## src/rtl/seg_disp_arb.sv

```systemverilog
// Round-robin arbiter sharing a 4-digit 7-segment scanner; serial binary-to-BCD.
// Optional OWNER_TAG_EN: d3 shows the owning requester instead of blank.
module seg_disp_arb #(
    parameter int unsigned HOLD_CNT = 5_000_000
) (
    input  logic        clk,
    input  logic        rst,
    input  logic [1:0]  req,
    input  logic [7:0]  val0,
    input  logic [7:0]  val1,
    output logic [1:0]  gnt,
    output logic        busy,
    output logic [15:0] disp_word,
    output logic        upd
);

    localparam int unsigned HW = (HOLD_CNT > 1) ? $clog2(HOLD_CNT) : 1;
    localparam logic [HW-1:0] HOLD_LD = HW'(HOLD_CNT - 1);
    localparam logic [3:0] BLANK = 4'hB;

    typedef enum logic [1:0] {
        IDLE,
        CONV,
        HOLD
    } state_t;

    state_t        state_q, state_d;
    logic [1:0]    gnt_q, gnt_d;
    logic          rr_q, rr_d;
    logic [7:0]    sreg_q, sreg_d;
    logic [11:0]   bcd_q, bcd_d;
    logic [2:0]    bit_q, bit_d;
    logic [HW-1:0] hold_q, hold_d;
    logic [11:0]   dlo_q, dlo_d;
    logic          upd_q, upd_d;
`ifdef OWNER_TAG_EN
    logic [3:0]    tag_q, tag_d;
`endif

    logic        win;
    logic [11:0] adj;
    logic [11:0] bcd_sh;
    logic [3:0]  hun, ten, one;
    logic [11:0] dlo_new;

    function automatic logic [3:0] add3(input logic [3:0] n);
        return (n >= 4'd5) ? n + 4'd3 : n;
    endfunction

    // Tie goes to rr_q; a lone requester always wins.
    assign win = req[1] & (~req[0] | rr_q);

    assign adj    = {add3(bcd_q[11:8]), add3(bcd_q[7:4]), add3(bcd_q[3:0])};
    assign bcd_sh = {adj[10:0], sreg_q[7]};
    assign hun    = bcd_sh[11:8];
    assign ten    = bcd_sh[7:4];
    assign one    = bcd_sh[3:0];

    assign dlo_new = {
        (hun == 4'd0) ? BLANK : hun,
        ((hun == 4'd0) && (ten == 4'd0)) ? BLANK : ten,
        one
    };

    always_comb begin
        state_d = state_q;
        gnt_d   = gnt_q;
        rr_d    = rr_q;
        sreg_d  = sreg_q;
        bcd_d   = bcd_q;
        bit_d   = bit_q;
        hold_d  = hold_q;
        dlo_d   = dlo_q;
        upd_d   = 1'b0;
`ifdef OWNER_TAG_EN
        tag_d   = tag_q;
`endif
        unique case (state_q)
            IDLE: begin
                if (req != 2'b00) begin
                    gnt_d   = win ? 2'b10 : 2'b01;
                    sreg_d  = win ? val1 : val0;
                    bcd_d   = 12'd0;
                    bit_d   = 3'd0;
                    rr_d    = ~win;
                    state_d = CONV;
                end
            end
            CONV: begin
                sreg_d = {sreg_q[6:0], 1'b0};
                bcd_d  = bcd_sh;
                bit_d  = bit_q + 3'd1;
                if (bit_q == 3'd7) begin
                    dlo_d   = dlo_new;
                    upd_d   = 1'b1;
                    hold_d  = HOLD_LD;
                    state_d = HOLD;
`ifdef OWNER_TAG_EN
                    tag_d   = {3'b000, gnt_q[1]};
`endif
                end
            end
            HOLD: begin
                if (hold_q == '0) begin
                    gnt_d   = 2'b00;
                    state_d = IDLE;
                end else begin
                    hold_d = hold_q - 1'b1;
                end
            end
            default: state_d = IDLE;
        endcase
    end

    always_ff @(posedge clk) begin
        if (rst) begin
            state_q <= IDLE;
            gnt_q   <= 2'b00;
            rr_q    <= 1'b0;
            sreg_q  <= 8'd0;
            bcd_q   <= 12'd0;
            bit_q   <= 3'd0;
            hold_q  <= '0;
            dlo_q   <= {BLANK, BLANK, BLANK};
            upd_q   <= 1'b0;
`ifdef OWNER_TAG_EN
            tag_q   <= BLANK;
`endif
        end else begin
            state_q <= state_d;
            gnt_q   <= gnt_d;
            rr_q    <= rr_d;
            sreg_q  <= sreg_d;
            bcd_q   <= bcd_d;
            bit_q   <= bit_d;
            hold_q  <= hold_d;
            dlo_q   <= dlo_d;
            upd_q   <= upd_d;
`ifdef OWNER_TAG_EN
            tag_q   <= tag_d;
`endif
        end
    end

    assign gnt  = gnt_q;
    assign busy = (state_q != IDLE);
    assign upd  = upd_q;
`ifdef OWNER_TAG_EN
    assign disp_word = {tag_q, dlo_q};
`else
    assign disp_word = {BLANK, dlo_q};
`endif

endmodule

```

## config.mk

```make
export PLATFORM = sky130hd
export DESIGN_NAME = seg_disp_arb
export DESIGN_NICKNAME = d
export VERILOG_FILES = /design/src/rtl/seg_disp_arb.sv
export SDC_FILE = /design/constraint.sdc
export NUM_CORES = 1
export LEC_CHECK = 0
export CAP_MARGIN = 20
export CORE_MARGIN = 5
export CORE_UTILIZATION = 50
export DETAILED_ROUTE_END_ITERATION = 8
export PLACE_DENSITY = 0.73
export SETUP_SLACK_MARGIN = 0.2
export SLEW_MARGIN = 20
export SYNTH_ARGS = -nofsm -noshare
export SYNTH_HDL_FRONTEND = slang
export SYNTH_SLANG_ARGS = --single-unit
```

## constraint.sdc

```tcl
create_clock -name clk -period 1.8 [get_ports clk]
set_input_delay 0.27 -clock clk [delete_from_list [all_inputs] [get_ports clk]]
set_output_delay 0.27 -clock clk [all_outputs]
set_load 0.02 [all_outputs]
```

### Word level (Yosys, flattened, before mapping)

Cells that the tools add are included.

* register bits: 64
* logic and storage cells: 69
* output and inout port bits: 20

* eq/ne operators: 7
* reductions and logical operators: 17
* add/subtract/negate cells: 5
* multiplexer cells: 23
* $lt $le $gt $ge: 3
* bitwise gates (word level): 5

Operators by type and width (number)
* 2-to-1 mux 23 bit: 2
* case mux 23 bit (2 select lines): 1
* case mux 12 bit (2 select lines): 1
* zero test 23 bit: 1
* subtractor 23 x 1 -> 23 bit (second input constant): 1
* 2-to-1 mux 4 bit: 4
* 2-to-1 mux 8 bit: 2
* case mux 8 bit (2 select lines): 1
* >= comparator 4 x 3 -> 1 bit (second input constant): 3
* 2-to-1 mux 12 bit: 1
* 2-to-1 mux 2 bit: 5
* nonzero test 2 bit: 5
* AND reduction 3 bit: 3
* adder 4 x 2 -> 4 bit (second input constant): 2
* zero test 4 bit: 2
* != test 2 bit (second input constant): 4
* 2-to-1 mux 3 bit: 2
* case mux 2 bit (3 select lines): 1
* case mux 3 bit (2 select lines): 1
* AND reduction 2 bit: 3
* case mux 2 bit (2 select lines): 1
* adder 3 x 1 -> 3 bit (second input constant): 1
* adder 3 x 2 -> 3 bit (second input constant): 1
* equality test 3 bit (second input constant): 1
* other kinds (9): 11

### Longest topological paths before layout

Gate-level depths: netlist of run 1.

* depth in word-level cells: 6
* mapped depth: 8
* depth with buffers taken out: 7

### Worst setup path before layout of run 1

OpenSTA, ideal clock, no wires.

* kind: flip-flop to flip-flop
* start point: reg hold_q[0]
* end point: reg hold_q[10]
* arrival: 1.801 ns
* path slack: -0.116 ns
* path buffers: 0
* setup time: 0.115 ns
* cell stages (with the launch flop): 8
* path through: dfxtp_1 -> inv_1 -> ha_1 -> or3b_2 -> nor3_2 -> o21ai_1 -> o31a_1 -> o21a_1

* longest elaborated chain between the ends: 3

RTL lines
* start: declaration: RTL line 33 `logic [HW-1:0] hold_q, hold_d;`
* start signal: assignment: RTL line 136 `hold_q <= hold_d;`
* subtractor 23 x 1 -> 23 bit or zero test 23 bit (tied branches): RTL line 108, 104
* 2-to-1 mux 23 bit or != test 2 bit (tied branches)
* case mux 23 bit (2 select lines) or AND reduction 3 bit (tied branches)

Several ways; a longest one is shown, not always the timed one. The select of a mux whose other input is x is not followed.
A chain may end at the register's enable or synchronous reset.

### Worst setup path after layout of run 1

* start point: reg hold_q[1]
* end point: reg hold_q[19]

Same word-level chain as after synthesis.

==> results.py, run 1 <==
metrics = {
    "outcome": {
        "outcome": "finished, violations left",
        "failed_checks": "setup timing",
    },
    "layout": {
        "seq_area_um2": 1310,
        "drive_above_1_share_pct": 40.5,
        "fillCellCount": 411,
        "antennaDiodeCount": 0,
        "layout_commonest_cell": "buf_4",
        "multi_input_area_um2": 2150,
        "final_cell_mix": "buf_4, dfxtp_1, a21oi_1, nor2_1",
        "layout.nets": 506,
        "final_area_um2": 4850,
        "area_growth_syn_to_layout_pct": 53.3,
    },
    "floorplanning": {
        "num_io_pins": 40,
        "dieArea_um2": 8010,
        "initial_utilization_pct": 50.7,
        "core_area_um2": 6240,
        "die_w_um": 89.5,
        "placementRows": 29,
        "die_y_um": 89.5,
    },
    "routing": {
        "dr_total_vias": 3231,
        "postRouteAntennaNets": 0,
        "met1_length_mm": 3.90,
        "highest_layer": "met4",
        "via_per_inst": 5.78,
        "drt-total-wl_mm": 9.38,
        "wl_met2_mm": 4.93,
        "drcViolationCount": 0,
        "first_iter_violations": 210,
        "wl_met3_um": 386,
        "wl_per_cell_um": 16.8,
        "first_pass_iters": 4,
    },
    "timing": {
        "final.setup.worst_slack_ns": -0.121,
        "fin_worst_skew_ns": 0.00917,
        "final-hold-violation-count": 0,
        "min_period_ns": 1.92,
        "rsz0062_at_grt": "yes",
        "max_freq_mhz": 521,
        "drv_slew": 0,
        "post-route-period-util_pct": 107,
        "setup_viol": 9,
        "whs_ns": 0.261,
    },
    "yosys": {
        "synth_seq_area_share_pct": 40.5,
        "syn_inst": 369,
        "yosysTopAreaCell": "dfxtp_1",
        "synth_enable_flop_cells": 0,
        "syn_area_per_cell_um2": 8.57,
        "ys_ff_latch": 64,
        "ys_warn_count": 0,
        "synth_flop_cell": "dfxtp_1",
        "ys_types": 58,
        "ys_top_cells_by_area": "dfxtp_1, a21oi_1, a22oi_1, ha_1, nor2_1",
        "async_flop_share_pct": 0,
        "syn_area_um2": 3160,
        "yosysTopAreaCellShare_pct": 40.5,
    },
    "clock_network": {
        "cts_hold_buf": 0,
        "htreeDepth": 3,
        "cts_tree": "done",
        "cts.sinks": 64,
        "cts-root-buf": "clkbuf_8",
        "cts_inserted_buffers": 9,
        "clkTransAtPathRegs_ns": 0.07,
        "clock_latency_ns": 0.34,
        "cts_buffer_depth": 2,
    },
    "pwr": {
        "powerDensity_nw_per_um2": 568,
        "power_uw": 2750,
        "ir_drop_mv": 0.541,
        "power.leakage_uw": 0.00187,
    },
    "hold_path": {
        "holdCritPathClass": "input pin to flip-flop",
        "min_to": "hold_q[18]",
        "hold_start": "rst",
        "min_delay_path_depth": 2,
    },
    "placed_design": {
        "port_buffers": 35,
        "place.gp.congestion": 0.872,
        "hpwl_mm": 5.37,
        "placed_cell_area_um2": 3930,
    },
    "worst_setup_path": {
        "rrSetupSlack_ns": -0.12,
        "crit_type": "flip-flop to flip-flop",
        "r2r_start": "hold_q[1]",
        "arrival_ns": 2.19,
        "path_max_fanout": 7,
        "worst_r2r_path_depth": 6,
        "cp.required_ns": 2.07,
        "timing.rr.end": "hold_q[19]",
        "crit_path_start_kind": "flip-flop",
        "cp-end-kind": "flip-flop",
    },
    "grt": {
        "first_global_vias": 3146,
        "grt_pass1_wl_mm": 14.5,
        "grt_max_degree": 43,
        "overflow": 0,
        "grt.total_usage_pct": 23.1,
        "antenna_found_initial": 0,
    },
    "flow_run": {
        "max_cap_violations": 0,
    },
}
area by class of cell:
cell class              count  share of cell area, %
clock buffers              13                   3.07
clock inverters             3                  0.361
inverters                  14                   1.19
multi-input cells         269                   44.4
flip-flops and latches     64                   26.9
well taps                  77                   1.99
repair buffers            119                   22.0
cells in the mapped netlist, drive strengths merged, types with 3 or more instances:
library cell,number
a21oi,42
a31oi,4
a22oi,24
o21ai,14
nor3b,5
nand2,28
and2,3
a211oi,6
dfxtp,64
o41ai,4
nand2b,10
ha,9
xnor2,5
or3,3
nand3b,4
nor4,7
xor2,9
buf,8
inv,14
nand3,5
nor2,31
or4,6
nor3,11
o31ai,5
o211ai,5
mux2i,4
clkbuf,17
how the worst max path moves through the flow:
stage | from | to | slack, ns | cells past startpoint
floorplan | hold_q[3] | hold_q[17] | -0.004 | 6
global placement | hold_q[0] | hold_q[19] | -0.08 | 9
detailed placement | hold_q[0] | hold_q[19] | -0.16 | 9
CTS | hold_q[3] | hold_q[19] | -0.05 | 6
global route | hold_q[1] | hold_q[19] | -0.19 | 6
finish | hold_q[1] | hold_q[19] | -0.12 | 6
registers in the layout, indices dropped and copies added, names as in the netlist:
register  cells
hold_q       23
bcd_q        12
dlo_q        12
sreg_q        8
bit_q         3
gnt           2
state_q       2
rr_q          1
upd           1
cells by family after synthesis:
logic type | count (synthesis) | share of synthesized area (%)
AOI/OAI and AO/OA | 112 | 23.3
xor gates and xnor gates | 14 | 3.88
adders and majority gates | 9 | 3.56
buffers and inverters | 39 | 5.86
DFF | 64 | 40.5
muxes | 5 | 1.62
other | 2 | 0.238
and+or+nand+nor | 124 | 21.0
worst max-delay path, stage by stage, from the launching register on:
cell	delay [ns]
dfxtp_4	0.37
or4_4	0.51
buf_6	0.16
nor2_4	0.12
o211ai_4	0.12
or4_1	0.43
a31oi_1	0.15
where the power goes:
part | switching (uW) | leakage [uW] | internal, uW
clock | 558 | 0.0000834 | 535
combinational | 111 | 0.00126 | 99.3
sequential | 16.5 | 0.000526 | 1430
total | 686 | 0.00187 | 2070
through the flow:
| stage | util [%] | setup TNS, ns | setup WS (ns) | cells |
|---|---|---|---|---|
| 5_1_grt | 77.7 | -1.61 | -0.190 | 559 |
| 6_report | 77.7 | -0.384 | -0.121 | 559 |
| 4_1_cts | 72.3 | -0.121 | -0.0459 | 544 |
| 2_1_floorplan | - | -0.00367 | -0.00367 | 371 |
| 3_5_place_dp | 63.0 | -0.373 | -0.158 | 509 |
| 3_3_place_gp | 63.0 | -0.0865 | -0.0779 | 509 |
timing repair:
action                     CTS  global route
setup endpoints to repair   42            63
buffers inserted            18            15
pin swaps                   25            35
cloned                       1             0
resized for setup           71            55
layer usage:
| metal | vias up | track usage (%) |
|---|---|---|
| li1 | 1546 | - |
| met1 | 1588 | 28.3 |
| met2 | 79 | 38.5 |
| met3 | 18 | 6.18 |
| met4 | 0 | 9.07 |
| met5 | - | 0 |
Note: power is estimated with default switching activity, not from simulation.
==> run 2: changes to the inputs <==
--- a/config.mk
+++ b/config.mk
@@ -7,9 +7,9 @@
 export LEC_CHECK = 0
 export CAP_MARGIN = 20
 export CORE_MARGIN = 5
-export CORE_UTILIZATION = 50
+export CORE_UTILIZATION = 42
 export DETAILED_ROUTE_END_ITERATION = 8
-export PLACE_DENSITY = 0.73
+export PLACE_DENSITY = 0.63
 export SETUP_SLACK_MARGIN = 0.2
 export SLEW_MARGIN = 20
 export SYNTH_ARGS = -nofsm -noshare
==> run 2 against run 1 <==
  * The run still ends with setup timing left
  * Via count down 3.3%
  * Sequential share of layout area down 0.13 points
  * Fmax up 1.3%
  * Cell count up 2.3%
  * Die area up 17%
  * Combinational power about the same
  * Critical endpoint is now hold_q[17]
  * Largest cell class unchanged
  * Largest power group is now clock
==> results.py, run 2 (same netlist as run 1, synthesis figures left out) <==
metrics = {
    "worst_setup_path": {
        "worst_r2r_path_depth": 5,
        "timing.rr.end": "hold_q[17]",
        "critical_path.max_stage_delay_ns": 0.61,
        "path_max_fanout": 4,
        "cp-end-kind": "flip-flop",
        "cp.required_ns": 2.08,
        "r2r_start": "hold_q[7]",
        "crit_type": "flip-flop to flip-flop",
        "rrSetupSlack_ns": -0.1,
        "crit_path_start_kind": "flip-flop",
        "arrival_ns": 2.17,
        "worstPathCellList": "or4_4 -> a211oi_4 -> o211ai_2 -> or4_1 -> nand2_1",
        "slowest_stage": "or4_4",
    },
    "clock_network": {
        "cts-root-buf": "clkbuf_8",
        "clkTransAtPathRegs_ns": 0.08,
        "htreeDepth": 3,
        "cts.sinks": 64,
        "cts_tree": "done",
        "cts_inserted_buffers": 9,
        "cts_buffer_depth": 2,
        "clock_latency_ns": 0.34,
        "cts_hold_buf": 0,
    },
    "routing": {
        "wl_per_cell_um": 16.1,
        "drcViolationCount": 0,
        "dr_total_vias": 3123,
        "via_per_inst": 5.46,
        "first_pass_iters": 5,
        "postRouteAntennaNets": 0,
        "first_iter_violations": 97,
        "drt-total-wl_mm": 9.21,
    },
    "pwr": {
        "p_int_uw": 2430,
        "netSwitchingPower_uw": 712,
        "ir_drop_mv": 0.390,
        "pwr-share-comb_pct": 6.7,
        "power.leakage_uw": 0.00186,
        "power_frac_seq_pct": 46.2,
        "p_sw_share_pct": 22.7,
        "power_frac_clock_pct": 47.1,
        "powerDensity_nw_per_um2": 645,
    },
    "grt": {
        "overflow": 0,
        "grt.total_usage_pct": 19.5,
        "first_global_vias": 3181,
        "grt_max_degree": 38,
        "antenna_found_initial": 0,
        "grt_pass1_wl_mm": 15.2,
    },
    "outcome": {
        "outcome": "finished, violations left",
        "failed_checks": "setup timing",
    },
    "placed_design": {
        "dp.cells": 538,
        "place.gp.congestion": 0.819,
        "hpwl_mm": 5.68,
        "port_buffers": 35,
    },
    "hold_path": {
        "hold_start": "rst",
        "min_to": "hold_q[11]",
        "holdCritPathClass": "input pin to flip-flop",
        "min_delay_path_depth": 3,
    },
    "flow_run": {
        "max_cap_violations": 0,
    },
    "layout": {
        "area_growth_syn_to_layout_pct": 54.1,
        "stdcell_count": 572,
        "final_cell_mix": "buf_4, dfxtp_1, a21oi_1, nor2_1, clkdlybuf4s50_1",
        "reg_top3": "hold_q x23, bcd_q x12, dlo_q x12",
        "layout.nets": 497,
        "drive_above_1_share_pct": 39.3,
        "layout_commonest_cell": "buf_4",
        "regMostFlops": "hold_q",
        "largest_reg_flops": 23,
        "antennaDiodeCount": 0,
    },
    "timing": {
        "final.setup.worst_slack_ns": -0.0954,
        "max_freq_mhz": 528,
        "drv_slew": 0,
        "final-hold-violation-count": 0,
        "setup_tns_ns": -0.288,
        "min_period_ns": 1.90,
        "fin_worst_skew_ns": 0.0107,
        "rsz0062_at_grt": "yes",
        "post-route-period-util_pct": 105,
        "setup_viol": 5,
    },
    "floorplanning": {
        "die_y_um": 96.8,
        "core_area_um2": 7290,
        "initial_utilization_pct": 43.4,
        "die_w_um": 96.8,
        "num_io_pins": 40,
        "placementRows": 31,
        "dieArea_um2": 9360,
    },
}
run 2: cell count changes in the layout (fill, tap and decap cells not counted), sizes merged:
cell,before,now
clkinv,2,0
clkdlybuf4s50,26,27
clkinvlp,1,2
clkbuf,13,12
buf,86,77
bufinv,0,2
dlymetal6s2s,7,6
run 2: power by group through the flow:
stage | clock [uW] | combinational [uW] | sequential, uW
floorplan | 0 | 110 | 1480
CTS | 1490 | 205 | 1450
global placement | 0 | 198 | 1480
finish | 1480 | 210 | 1450
global route | 1570 | 228 | 1450
detailed placement | 0 | 200 | 1480
run 2: final cells by class:
type | instances | area (um^2)
timing repair buffer | 110 | 961
sequential | 64 | 1310
inverter | 14 | 60.1
multi-input combinational | 269 | 2180
clock buffer | 12 | 165
fill | 606 | 2420
tap | 99 | 124
clock inverter | 4 | 75.1
run 2: worst max-delay path by stage:
stage | from | end | slack (ns) | depth (start not counted)
2_1_floorplan | hold_q[3] | hold_q[17] | -0.004 | 6
3_3_place_gp | hold_q[1] | hold_q[19] | -0.09 | 6
3_5_place_dp | hold_q[1] | hold_q[19] | -0.13 | 6
4_1_cts | hold_q[4] | hold_q[17] | -0.08 | 5
5_1_grt | hold_q[1] | hold_q[17] | -0.15 | 6
6_report | hold_q[7] | hold_q[17] | -0.1 | 5
run 2: timing repair:
action / in CTS / in global routing
cloned: 1 / 0
setup endpoints to repair: 35 / 62
buffers inserted: 16 / 1
gates resized for setup: 83 / 35
pin swaps: 24 / 15
run 2: critical path: cells and delay by family (launching register included):
family | cells | cell delay [ns]
and+or+nand+nor | 3 | 1.12
AOI/OAI and AO/OA | 2 | 0.39
DFF | 1 | 0.33
run 2: per-layer routing:
metal / vias to the layer above / track usage, % / wire length (um)
met5: - / 0 / 0
met4: 0 / 7.24 / 149
met3: 14 / 4.32 / 315
met2: 58 / 34.1 / 4820
met1: 1527 / 23.2 / 3930
li1: 1524 / - / -
run 2: through the flow:
stage	setup slack, ns	hold slack [ns]	utilization, %	total power (uW)	instance area (um^2)
after CTS	-0.0835	0.258	64.8	3150	4720
after floorplan	-0.00367	0.420	-	1590	3240
after detailed placement	-0.130	0.448	54.9	1680	4000
after global routing	-0.147	0.291	66.8	3250	4870
after global placement	-0.0948	0.445	54.9	1680	4000
final	-0.0954	0.282	66.8	3140	4870
==> run 3: changes to the inputs <==
--- a/config.mk
+++ b/config.mk
@@ -7,9 +7,11 @@
 export LEC_CHECK = 0
 export CAP_MARGIN = 20
 export CORE_MARGIN = 5
-export CORE_UTILIZATION = 42
+export CORE_UTILIZATION = 35
 export DETAILED_ROUTE_END_ITERATION = 8
-export PLACE_DENSITY = 0.63
+export MAX_ROUTING_LAYER = met4
+export PLACE_DENSITY = 0.54
+export RECOVER_POWER = 100
 export SETUP_SLACK_MARGIN = 0.2
 export SLEW_MARGIN = 20
 export SYNTH_ARGS = -nofsm -noshare
==> run 3 against run 2 <==
  * The run still ends with setup timing left
  * Clock skew is 0.0032 ns lower
  * Total power shrank 11%
  * Non-clock buffer count rose by 1
  * Critical path depth unchanged
  * Global-route usage decreased by 3.0 points
  * Cell area fell by 5.1%
  * Fmax rose by 2.4%
  * Highest routed layer unchanged
  * Critical endpoint unchanged
==> results.py, run 3 (same netlist as run 1, synthesis figures left out) <==
metrics = {
    "grt": {
        "grt_max_degree": 25,
        "first_global_vias": 3089,
        "overflow": 0,
        "grt.total_usage_pct": 16.5,
        "antenna_found_initial": 0,
        "grt_pass1_wl_mm": 14.6,
    },
    "clock_network": {
        "cts-root-buf": "clkbuf_8",
        "htreeDepth": 3,
        "cts_buffer_depth": 2,
        "cts_hold_buf": 0,
        "cts_tree": "done",
        "clkTransAtPathRegs_ns": 0.07,
        "cts_inserted_buffers": 9,
        "cts.sinks": 64,
        "clock_latency_ns": 0.35,
    },
    "timing": {
        "setup_viol": 4,
        "rsz0062_at_grt": "yes",
        "post-route-period-util_pct": 103,
        "min_period_ns": 1.85,
        "drv_slew": 0,
        "final-hold-violation-count": 0,
        "fin_worst_skew_ns": 0.00748,
        "final.setup.worst_slack_ns": -0.0509,
        "max_freq_mhz": 540,
    },
    "routing": {
        "drcViolationCount": 0,
        "postRouteAntennaNets": 0,
        "via_per_inst": 5.25,
        "wl_per_cell_um": 15.1,
        "first_pass_iters": 5,
        "first_iter_violations": 143,
        "dr_total_vias": 3056,
        "drt-total-wl_mm": 8.79,
    },
    "layout": {
        "stdcell_count": 582,
        "largest_reg_flops": 23,
        "area_growth_syn_to_layout_pct": 46.3,
        "reg_top3": "hold_q x23, bcd_q x12, dlo_q x12",
        "layout.nets": 498,
        "drive_above_1_share_pct": 36.1,
        "layout_commonest_cell": "buf_4",
        "regMostFlops": "hold_q",
        "final_core_util_pct": 52.8,
        "final_cell_mix": "buf_4, dfxtp_1, a21oi_1, nor2_1, nand2_1",
        "antennaDiodeCount": 0,
        "final_area_um2": 4620,
    },
    "placed_design": {
        "port_buffers": 35,
        "placed_cell_area_um2": 4000,
        "dp.cells": 544,
        "place.gp.congestion": 0.832,
        "hpwl_mm": 5.79,
    },
    "floorplanning": {
        "num_io_pins": 40,
        "dieArea_um2": 11000,
        "placementRows": 34,
        "core_area_um2": 8760,
        "initial_utilization_pct": 36.1,
        "die_w_um": 105,
        "die_y_um": 105,
    },
    "worst_setup_path": {
        "crit_path_start_kind": "flip-flop",
        "cp-end-kind": "flip-flop",
        "cp.required_ns": 2.10,
        "crit_type": "flip-flop to flip-flop",
        "arrival_ns": 2.15,
        "path_max_fanout": 4,
    },
    "outcome": {
        "outcome": "finished, violations left",
        "failed_checks": "setup timing",
    },
    "hold_path": {
        "holdCritPathClass": "input pin to flip-flop",
    },
    "flow_run": {
        "max_cap_violations": 0,
    },
    "pwr": {
        "power.leakage_uw": 0.00174,
        "ir_drop_mv": 0.328,
        "powerDensity_nw_per_um2": 606,
    },
}
## run 3: per-layer routing
layer / track usage [%] / wire length, um / up-vias
met5: - / 0 / -
met4: 4.93 / 103 / 0
met3: 4.69 / 213 / 9
met2: 27.4 / 4570 / 26
met1: 19.3 / 3910 / 1489
li1: - / - / 1532
## run 3: area by class of cell
cell class	count	area [um^2]
Multi-Input combinational cell	269	2060
Fill cell	839	4140
Sequential cell	64	1300
Clock inverter	3	15.0
Inverter	14	57.6
Clock buffer	13	169
Timing Repair Buffer	111	883
Tap cell	108	135
## run 3: repair_timing
| action | in CTS | in global routing |
|---|---|---|
| endpoints found under the setup margin | 34 | 66 |
| hold endpoints to repair | 0 | 0 |
| resized for setup | 49 | 54 |
| pin swaps | 15 | 15 |
| buffers inserted | 16 | 5 |
| gates cloned | 0 | 1 |
## run 3: worst max-delay path, stage by stage, from the launching register on
cell and delay [ns]:
dfxtp_2 0.32, or4_4 0.60, a211oi_4 0.28, o211ai_2 0.12, or4_1 0.41, nand2_1 0.08
## run 3: path summary, 6_finish.rpt
kind,from,endpoint,slack [ns],cells after the start
worst max-delay path,hold_q[6],hold_q[17],-0.05,5
worst min-delay path,rst,bcd_q[8],0.27,2
worst max register to register,hold_q[6],hold_q[17],-0.05,5
worst min register to register,dlo_q[2],dlo_q[2],0.46,2
## run 3: stage by stage
step	total power, uW	TNS [ns]	hold WS [ns]	worst slack [ns]
final	2800	-0.134	0.271	-0.0509
after global routing	2940	-1.77	0.274	-0.116
after CTS	2860	-0.142	0.257	-0.0527
after detailed placement	1690	-0.276	0.455	-0.0957
after global placement	1680	-0.0942	0.445	-0.0567
after floorplan	1590	-0.00367	0.420	-0.00367
## run 3: report_power, final
part           internal (uW)  leakage [uW]  switching [uW]
Clock                    606     0.0000992             552
Sequential              1440      0.000525            15.5
Combinational           87.5       0.00112             108
Total                   2130       0.00174             675
